File: config.mk
export PLATFORM = sky130hd
export DESIGN_NAME = unified_mem_responder
export DESIGN_NICKNAME = d
export VERILOG_FILES = /design/src/rtl/mem_resp_pkg.sv /design/src/rtl/mem_lane_align.sv /design/src/rtl/unified_mem_responder.sv
export SDC_FILE = /design/constraint.sdc
export NUM_CORES = 2
export LEC_CHECK = 0
export ABC_AREA = 1
export BUFFER_PORTS_ARGS = -buffer_cell sky130_fd_sc_hd__buf_2
export CAP_MARGIN = 20
export CORE_MARGIN = 2
export CORE_UTILIZATION = 24
export CTS_BUF_LIST = sky130_fd_sc_hd__clkbuf_8
export DETAILED_ROUTE_END_ITERATION = 6
export GPL_TIMING_DRIVEN = 0
export PLACE_DENSITY = 0.48
export SYNTH_ARGS = -nofsm -noshare
export SYNTH_HDL_FRONTEND = slang
export SYNTH_SLANG_ARGS = --single-unit
export TNS_END_PERCENT = 1
File: constraint.sdc
create_clock -name clk -period 10.65 [get_ports clk]
set_input_delay 0.5325 -clock clk [delete_from_list [all_inputs] [get_ports clk]]
set_output_delay 0.5325 -clock clk [all_outputs]
set_load 0.05 [all_outputs]
File: src/rtl/mem_resp_pkg.sv
// Shared types and constants for the unified memory responder.
// Holds the FSM encoding, the RV32 load/store funct3 codes and the latency counter width.
package mem_resp_pkg;

    localparam int CNT_W = 4;

    localparam logic [2:0] F3_B  = 3'b000;
    localparam logic [2:0] F3_H  = 3'b001;
    localparam logic [2:0] F3_W  = 3'b010;
    localparam logic [2:0] F3_BU = 3'b100;
    localparam logic [2:0] F3_HU = 3'b101;

    typedef enum logic [1:0] {
        S_IDLE   = 2'd0,
        S_BUSY_D = 2'd1,
        S_BUSY_I = 2'd2
    } state_t;

endpackage

File: src/rtl/mem_lane_align.sv
// Combinational RV32 byte-lane logic: store merge, load extension and alignment/funct3 checks.
// A store's lane merge is computed unconditionally; the caller decides whether to commit it.
module mem_lane_align
    import mem_resp_pkg::*;
(
    input  logic [2:0]  i_funct3,
    input  logic [1:0]  i_addr_lo,
    input  logic [31:0] i_rword,
    input  logic [31:0] i_wdata,
    output logic [31:0] o_wword,
    output logic [31:0] o_ldata,
    output logic        o_err
);

    logic [7:0]  w_byte;
    logic [15:0] w_half;

    always_comb begin
        w_byte  = 8'h00;
        w_half  = i_addr_lo[1] ? i_rword[31:16] : i_rword[15:0];
        o_wword = i_rword;
        o_ldata = 32'h0;
        o_err   = 1'b0;

        case (i_addr_lo)
            2'd0:    w_byte = i_rword[7:0];
            2'd1:    w_byte = i_rword[15:8];
            2'd2:    w_byte = i_rword[23:16];
            default: w_byte = i_rword[31:24];
        endcase

        case (i_funct3)
            F3_B, F3_BU: begin
                o_ldata = (i_funct3 == F3_B) ? {{24{w_byte[7]}}, w_byte} : {24'h0, w_byte};
                case (i_addr_lo)
                    2'd0:    o_wword[7:0]   = i_wdata[7:0];
                    2'd1:    o_wword[15:8]  = i_wdata[7:0];
                    2'd2:    o_wword[23:16] = i_wdata[7:0];
                    default: o_wword[31:24] = i_wdata[7:0];
                endcase
            end
            F3_H, F3_HU: begin
                o_err   = i_addr_lo[0];
                o_ldata = (i_funct3 == F3_H) ? {{16{w_half[15]}}, w_half} : {16'h0, w_half};
                if (i_addr_lo[1]) o_wword[31:16] = i_wdata[15:0];
                else              o_wword[15:0]  = i_wdata[15:0];
            end
            F3_W: begin
                o_err   = |i_addr_lo;
                o_ldata = i_rword;
                o_wword = i_wdata;
            end
            default: o_err = 1'b1;
        endcase
    end

endmodule

File: src/rtl/unified_mem_responder.sv
// Single-ported memory shared by instruction fetch and load/store, data port wins ties.
// One access in flight; completion is a registered one-cycle ready pulse after WAIT_CYCLES edges.
module unified_mem_responder
    import mem_resp_pkg::*;
#(
    parameter int ADDR_W      = 8,
    parameter int WAIT_CYCLES = 2
) (
    input  logic        clk,
    input  logic        rst,
    input  logic        if_req,
    input  logic [31:0] if_addr,
    output logic        if_ready,
    output logic [31:0] if_rdata,
    input  logic        d_req,
    input  logic        d_we,
    input  logic [31:0] d_addr,
    input  logic [31:0] d_wdata,
    input  logic [2:0]  d_funct3,
    output logic        d_ready,
    output logic [31:0] d_rdata,
    output logic        d_err,
    output logic        busy,
    output state_t      dbg_state
);

    localparam int DEPTH = 2 ** (ADDR_W - 2);

    state_t             r_state;
    state_t             w_next;
    logic [CNT_W-1:0]   r_cnt;
    logic [ADDR_W-1:0]  r_addr;
    logic               r_we;
    logic [31:0]        r_wdata;
    logic [2:0]         r_funct3;
    logic [31:0]        r_mem [DEPTH];

    logic               w_accept_d;
    logic               w_accept_i;
    logic               w_done;
    logic [31:0]        w_rword;
    logic [31:0]        w_wword;
    logic [31:0]        w_ldata;
    logic               w_err;
    logic               w_unused_addr;

    // Address bits above the decoded range are intentionally dropped so accesses wrap.
    assign w_unused_addr = &{1'b0, if_addr[31:ADDR_W], d_addr[31:ADDR_W]};
    assign w_rword       = r_mem[r_addr[ADDR_W-1:2]];
    assign busy          = (r_state != S_IDLE);
    assign dbg_state     = r_state;

    mem_lane_align u_align (
        .i_funct3  (r_funct3),
        .i_addr_lo (r_addr[1:0]),
        .i_rword   (w_rword),
        .i_wdata   (r_wdata),
        .o_wword   (w_wword),
        .o_ldata   (w_ldata),
        .o_err     (w_err)
    );

    always_comb begin
        w_next     = r_state;
        w_accept_d = 1'b0;
        w_accept_i = 1'b0;
        w_done     = 1'b0;
        case (r_state)
            S_IDLE: begin
                if (d_req) begin
                    w_accept_d = 1'b1;
                    w_next     = S_BUSY_D;
                end else if (if_req) begin
                    w_accept_i = 1'b1;
                    w_next     = S_BUSY_I;
                end
            end
            S_BUSY_D, S_BUSY_I: begin
                if (r_cnt == CNT_W'(1)) begin
                    w_done = 1'b1;
                    w_next = S_IDLE;
                end
            end
            default: w_next = S_IDLE;
        endcase
    end

    always_ff @(posedge clk or posedge rst) begin
        if (rst) begin
            r_state <= S_IDLE;
        end else begin
            r_state <= w_next;
        end
    end

    always_ff @(posedge clk or posedge rst) begin
        if (rst) begin
            r_cnt    <= '0;
            r_addr   <= '0;
            r_we     <= 1'b0;
            r_wdata  <= 32'h0;
            r_funct3 <= 3'h0;
        end else if (w_accept_d) begin
            r_cnt    <= CNT_W'(WAIT_CYCLES);
            r_addr   <= d_addr[ADDR_W-1:0];
            r_we     <= d_we;
            r_wdata  <= d_wdata;
            r_funct3 <= d_funct3;
        end else if (w_accept_i) begin
            r_cnt    <= CNT_W'(WAIT_CYCLES);
            r_addr   <= if_addr[ADDR_W-1:0];
            r_we     <= 1'b0;
        end else if (r_state != S_IDLE) begin
            r_cnt    <= r_cnt - CNT_W'(1);
        end
    end

    // Response registers are pulses: cleared on every edge that is not a completion.
    always_ff @(posedge clk or posedge rst) begin
        if (rst) begin
            if_ready <= 1'b0;
            if_rdata <= 32'h0;
            d_ready  <= 1'b0;
            d_rdata  <= 32'h0;
            d_err    <= 1'b0;
        end else begin
            if_ready <= 1'b0;
            if_rdata <= 32'h0;
            d_ready  <= 1'b0;
            d_rdata  <= 32'h0;
            d_err    <= 1'b0;
            if (w_done && r_state == S_BUSY_I) begin
                if_ready <= 1'b1;
                if_rdata <= w_rword;
            end
            if (w_done && r_state == S_BUSY_D) begin
                d_ready <= 1'b1;
                d_err   <= w_err;
                d_rdata <= (w_err || r_we) ? 32'h0 : w_ldata;
            end
        end
    end

    // The array is deliberately outside the reset domain so contents survive rst.
    always_ff @(posedge clk) begin
        if (w_done && r_state == S_BUSY_D && r_we && !w_err) begin
            r_mem[r_addr[ADDR_W-1:2]] <= w_wword;
        end
    end

endmodule

==> flow_metrics.env <==
export IMPL_leakagePower_nw=36.7
export IMPL_synth_mux_area_share_pct=0.209
export IMPL_cts_resized=0
export IMPL_dpl_cell_area_um2=97700
export IMPL_status="finished, final reports clean"
export IMPL_die_x_um=603
export IMPL_die_height_um=603
export IMPL_wl_per_cell_um=30.8
export IMPL_ant_nets=0
export IMPL_fin_skew_ps=82.0
export IMPL_path_buf_inv=7
export IMPL_ir_worst_vdd_mv=0.293
export IMPL_core_um2=358000
export IMPL_holdWs_ps=214
export IMPL_track_usage_pct=20.6
export IMPL_ys_types=40
export IMPL_cts_tree="yes"
export IMPL_fmax_mhz=150
export IMPL_slowest_delay_ps=900
export IMPL_fin_setup_tns_ps=0
export IMPL_setup_viol=0
export IMPL_cpMaxStageDelayCell="dfrtp_1"
export IMPL_insertion_delay_ps=1150
export IMPL_num_rows=220
export IMPL_cts_htree_levels=5
export IMPL_synth_cells=6782
export IMPL_drt_initial_drc_count=10400
export IMPL_antenna_found_initial=40
export IMPL_crit_type="reg -> reg"
export IMPL_relSlewSlack_pct=13.8
export IMPL_dr_total_vias=63800
export IMPL_maxSlewViolCount=0
export IMPL_place_congestion=0.900
export IMPL_synth_fp_nets=6891
export IMPL_numCtsBuffers=371
export IMPL_final_area_um2=105000
export IMPL_syn2layout_area_growth_pct=21.8
export IMPL_mostFrequentLayoutCells="2048 x edfxtp_1, 959 x nor2_1, 946 x o21ai_0, 882 x nand2_1, 423 x inv_1"
export IMPL_reg2reg_slack_ps=3960
export IMPL_drive_gt1_share_pct=15.9
export IMPL_fin_cells=12600
export IMPL_place_ws_ps=4050
export IMPL_start_kind="flop"
export IMPL_p_total_mw=36.7
export IMPL_port_buffers=125
export IMPL_path_common_cell="o21ai_0"
export IMPL_start_util_pct=24.1
export IMPL_grt_pass1_wl_um=513000
export IMPL_final_common_cell="edfxtp_1"
export IMPL_ys_seq_area_share_pct=74.8
export IMPL_drt_vias_per_instance=5.05
export IMPL_synthAdderAreaFrac_pct=0.0726
export IMPL_clock_sinks=2165
export IMPL_avgSynthCellArea_um2=12.7
export IMPL_path_max_fanout=18
export IMPL_hold_class="in -> reg"
export IMPL_grt_start_max_net_pins=89
export IMPL_powerDensity_nw_per_um2=350
export IMPL_post_route_util_pct=29.3
export IMPL_root_buffer="clkbuf_8"
export IMPL_finalCritPeriodShare_pct=62.8
export IMPL_cts_max_path_buffers=4
export IMPL_cts_clk_slew_worst_paths_ps=60
export IMPL_synth_area_um2=86200
export IMPL_yosys_warnings=0
export IMPL_place_hpwl_um=274000
export IMPL_synth_simple_gate_area_share_pct=10.7
export IMPL_finalHoldViolations=0
export IMPL_routed_wirelength_um=388000
export IMPL_synth_top_family_by_area="simple AND/OR/NAND/NOR gates"
export IMPL_grt_overflow=0
export IMPL_tightest_slew_ps=1290
export IMPL_cts_setup_buffers=0
export IMPL_ys_ff_latch=2165
export IMPL_fin_ws_ps=3960
export IMPL_drc=0
export IMPL_worst_ep_required_time_ps=11510
export IMPL_worstPathArrival_ps=7550
export IMPL_postCtsHoldBufs=59
export IMPL_rsz0062_at_grt="false"
export IMPL_critPathCaptureType="flop"
export IMPL_period_needed_ps=6690
export IMPL_cap_violations=0
export IMPL_die_area_um2=364000
export IMPL_layout_nets=7674
export IMPL_first_global_vias=59400
export IMPL_design_portCount=174
export IMPL_path_cells="inv_2, buf_2, clkbuf_1, clkbuf_1, o21ai_0, o21ai_0, o21ai_0, nand2_1, nor2_1, nand2_1, o21ai_0, nand4_1, buf_8, buf_8, buf_6"
export IMPL_synth_xor_area_share_pct=0
export IMPL_dp_cells=11900
export IMPL_dr_pass1_iters=7
export IMPL_synth_compound_area_share_pct=10.6
export IMPL_cpLargestDelayFamily="simple AND/OR/NAND/NOR gates"
==> power by group <==
group,leakage [nW],switching (mW),internal [mW],total (mW)
clock network,3.82,3.51,3.47,6.98
logic,12.8,12.6,3.59,16.2
registers,20.0,0.104,13.4,13.5
==> kinds of logic (layout without fill, tap and decap cells) <==
group / after synthesis / in the layout
AOI/OAI and AO/OA: 1630 / 1630
adders and majority gates: 5 / 5
buffers and inverters: 707 / 1767
DFF: 2165 / 2165
muxes: 16 / 16
other: 0 / 15
and+or+nand+nor: 2259 / 2259
==> Yosys cell counts, drive strengths merged <==
cell / number / area (um2)
a22oi: 14 / 105
nand4: 36 / 225
nor2: 1032 / 3910
nor3: 19 / 95.1
ha: 5 / 62.6
a211oi: 7 / 52.6
o21ai: 1019 / 5100
nor4: 1 / 21.3
edfxtp: 2048 / 61500
nand2: 894 / 3360
o2111ai: 7 / 61.3
o211ai: 259 / 1950
nand3: 107 / 541
dfrtp: 117 / 2930
clkinv: 6 / 22.5
a32oi: 1 / 8.76
a31oi: 11 / 68.8
inv: 314 / 1180
mux2: 16 / 180
o22ai: 157 / 982
a221oi: 7 / 61.3
buf: 205 / 1250
o41ai: 1 / 8.76
nand3b: 2 / 15.0
a21oi: 147 / 736
or2: 168 / 1050
clkbuf: 182 / 686
==> final timing paths <==
kind	start	end	cells past startpoint
max	r_addr[2]	r_mem[22][28]	15
min	d_wdata[19]	r_wdata[19]	3
max reg2reg	r_addr[2]	r_mem[22][28]	15
min reg2reg	r_wdata[25]	r_wdata[25]	1
max in group asynchronous	rst	r_addr[3]	5
min in group asynchronous	rst	if_rdata[18]	4
==> tightest hold or removal path: stages <==
cell and delay, ps:
dlygate4sd3_1 520, buf_2 110, mux2_2 130
==> registers in the layout (all words and copies together) (netlist names) <==
name / flops
d_err: 1
d_rdata: 32
d_ready: 1
dbg_state: 2
if_rdata: 32
if_ready: 1
r_addr: 8
r_cnt: 4
r_funct3: 3
r_mem: 2048
r_wdata: 32
r_we: 1
==> area by class of cell <==
| class | instances | area (um2) |
|---|---|---|
| Antenna cell | 15 | 37.5 |
| Tap cell | 4773 | 5970 |
| Timing Repair Buffer | 410 | 5660 |
| Multi-Input combinational cell | 3910 | 19100 |
| Inverter | 320 | 1210 |
| Buffer | 387 | 1940 |
| Clock buffer | 381 | 5240 |
| Sequential cell | 2165 | 64400 |
| Fill cell | 36200 | 253000 |
| Clock inverter | 269 | 1280 |
==> routing by layer <==
| layer | GRT usage [%] | wire length, um | vias up |
|---|---|---|---|
| li1 | - | - | 26000 |
| met1 | 26.9 | 151000 | 32400 |
| met2 | 32.3 | 174000 | 4382 |
| met3 | 4.92 | 43200 | 934 |
| met4 | 9.47 | 19900 | 4 |
| met5 | 0 | 25 | - |
Power figures use the tool's default switching activity.
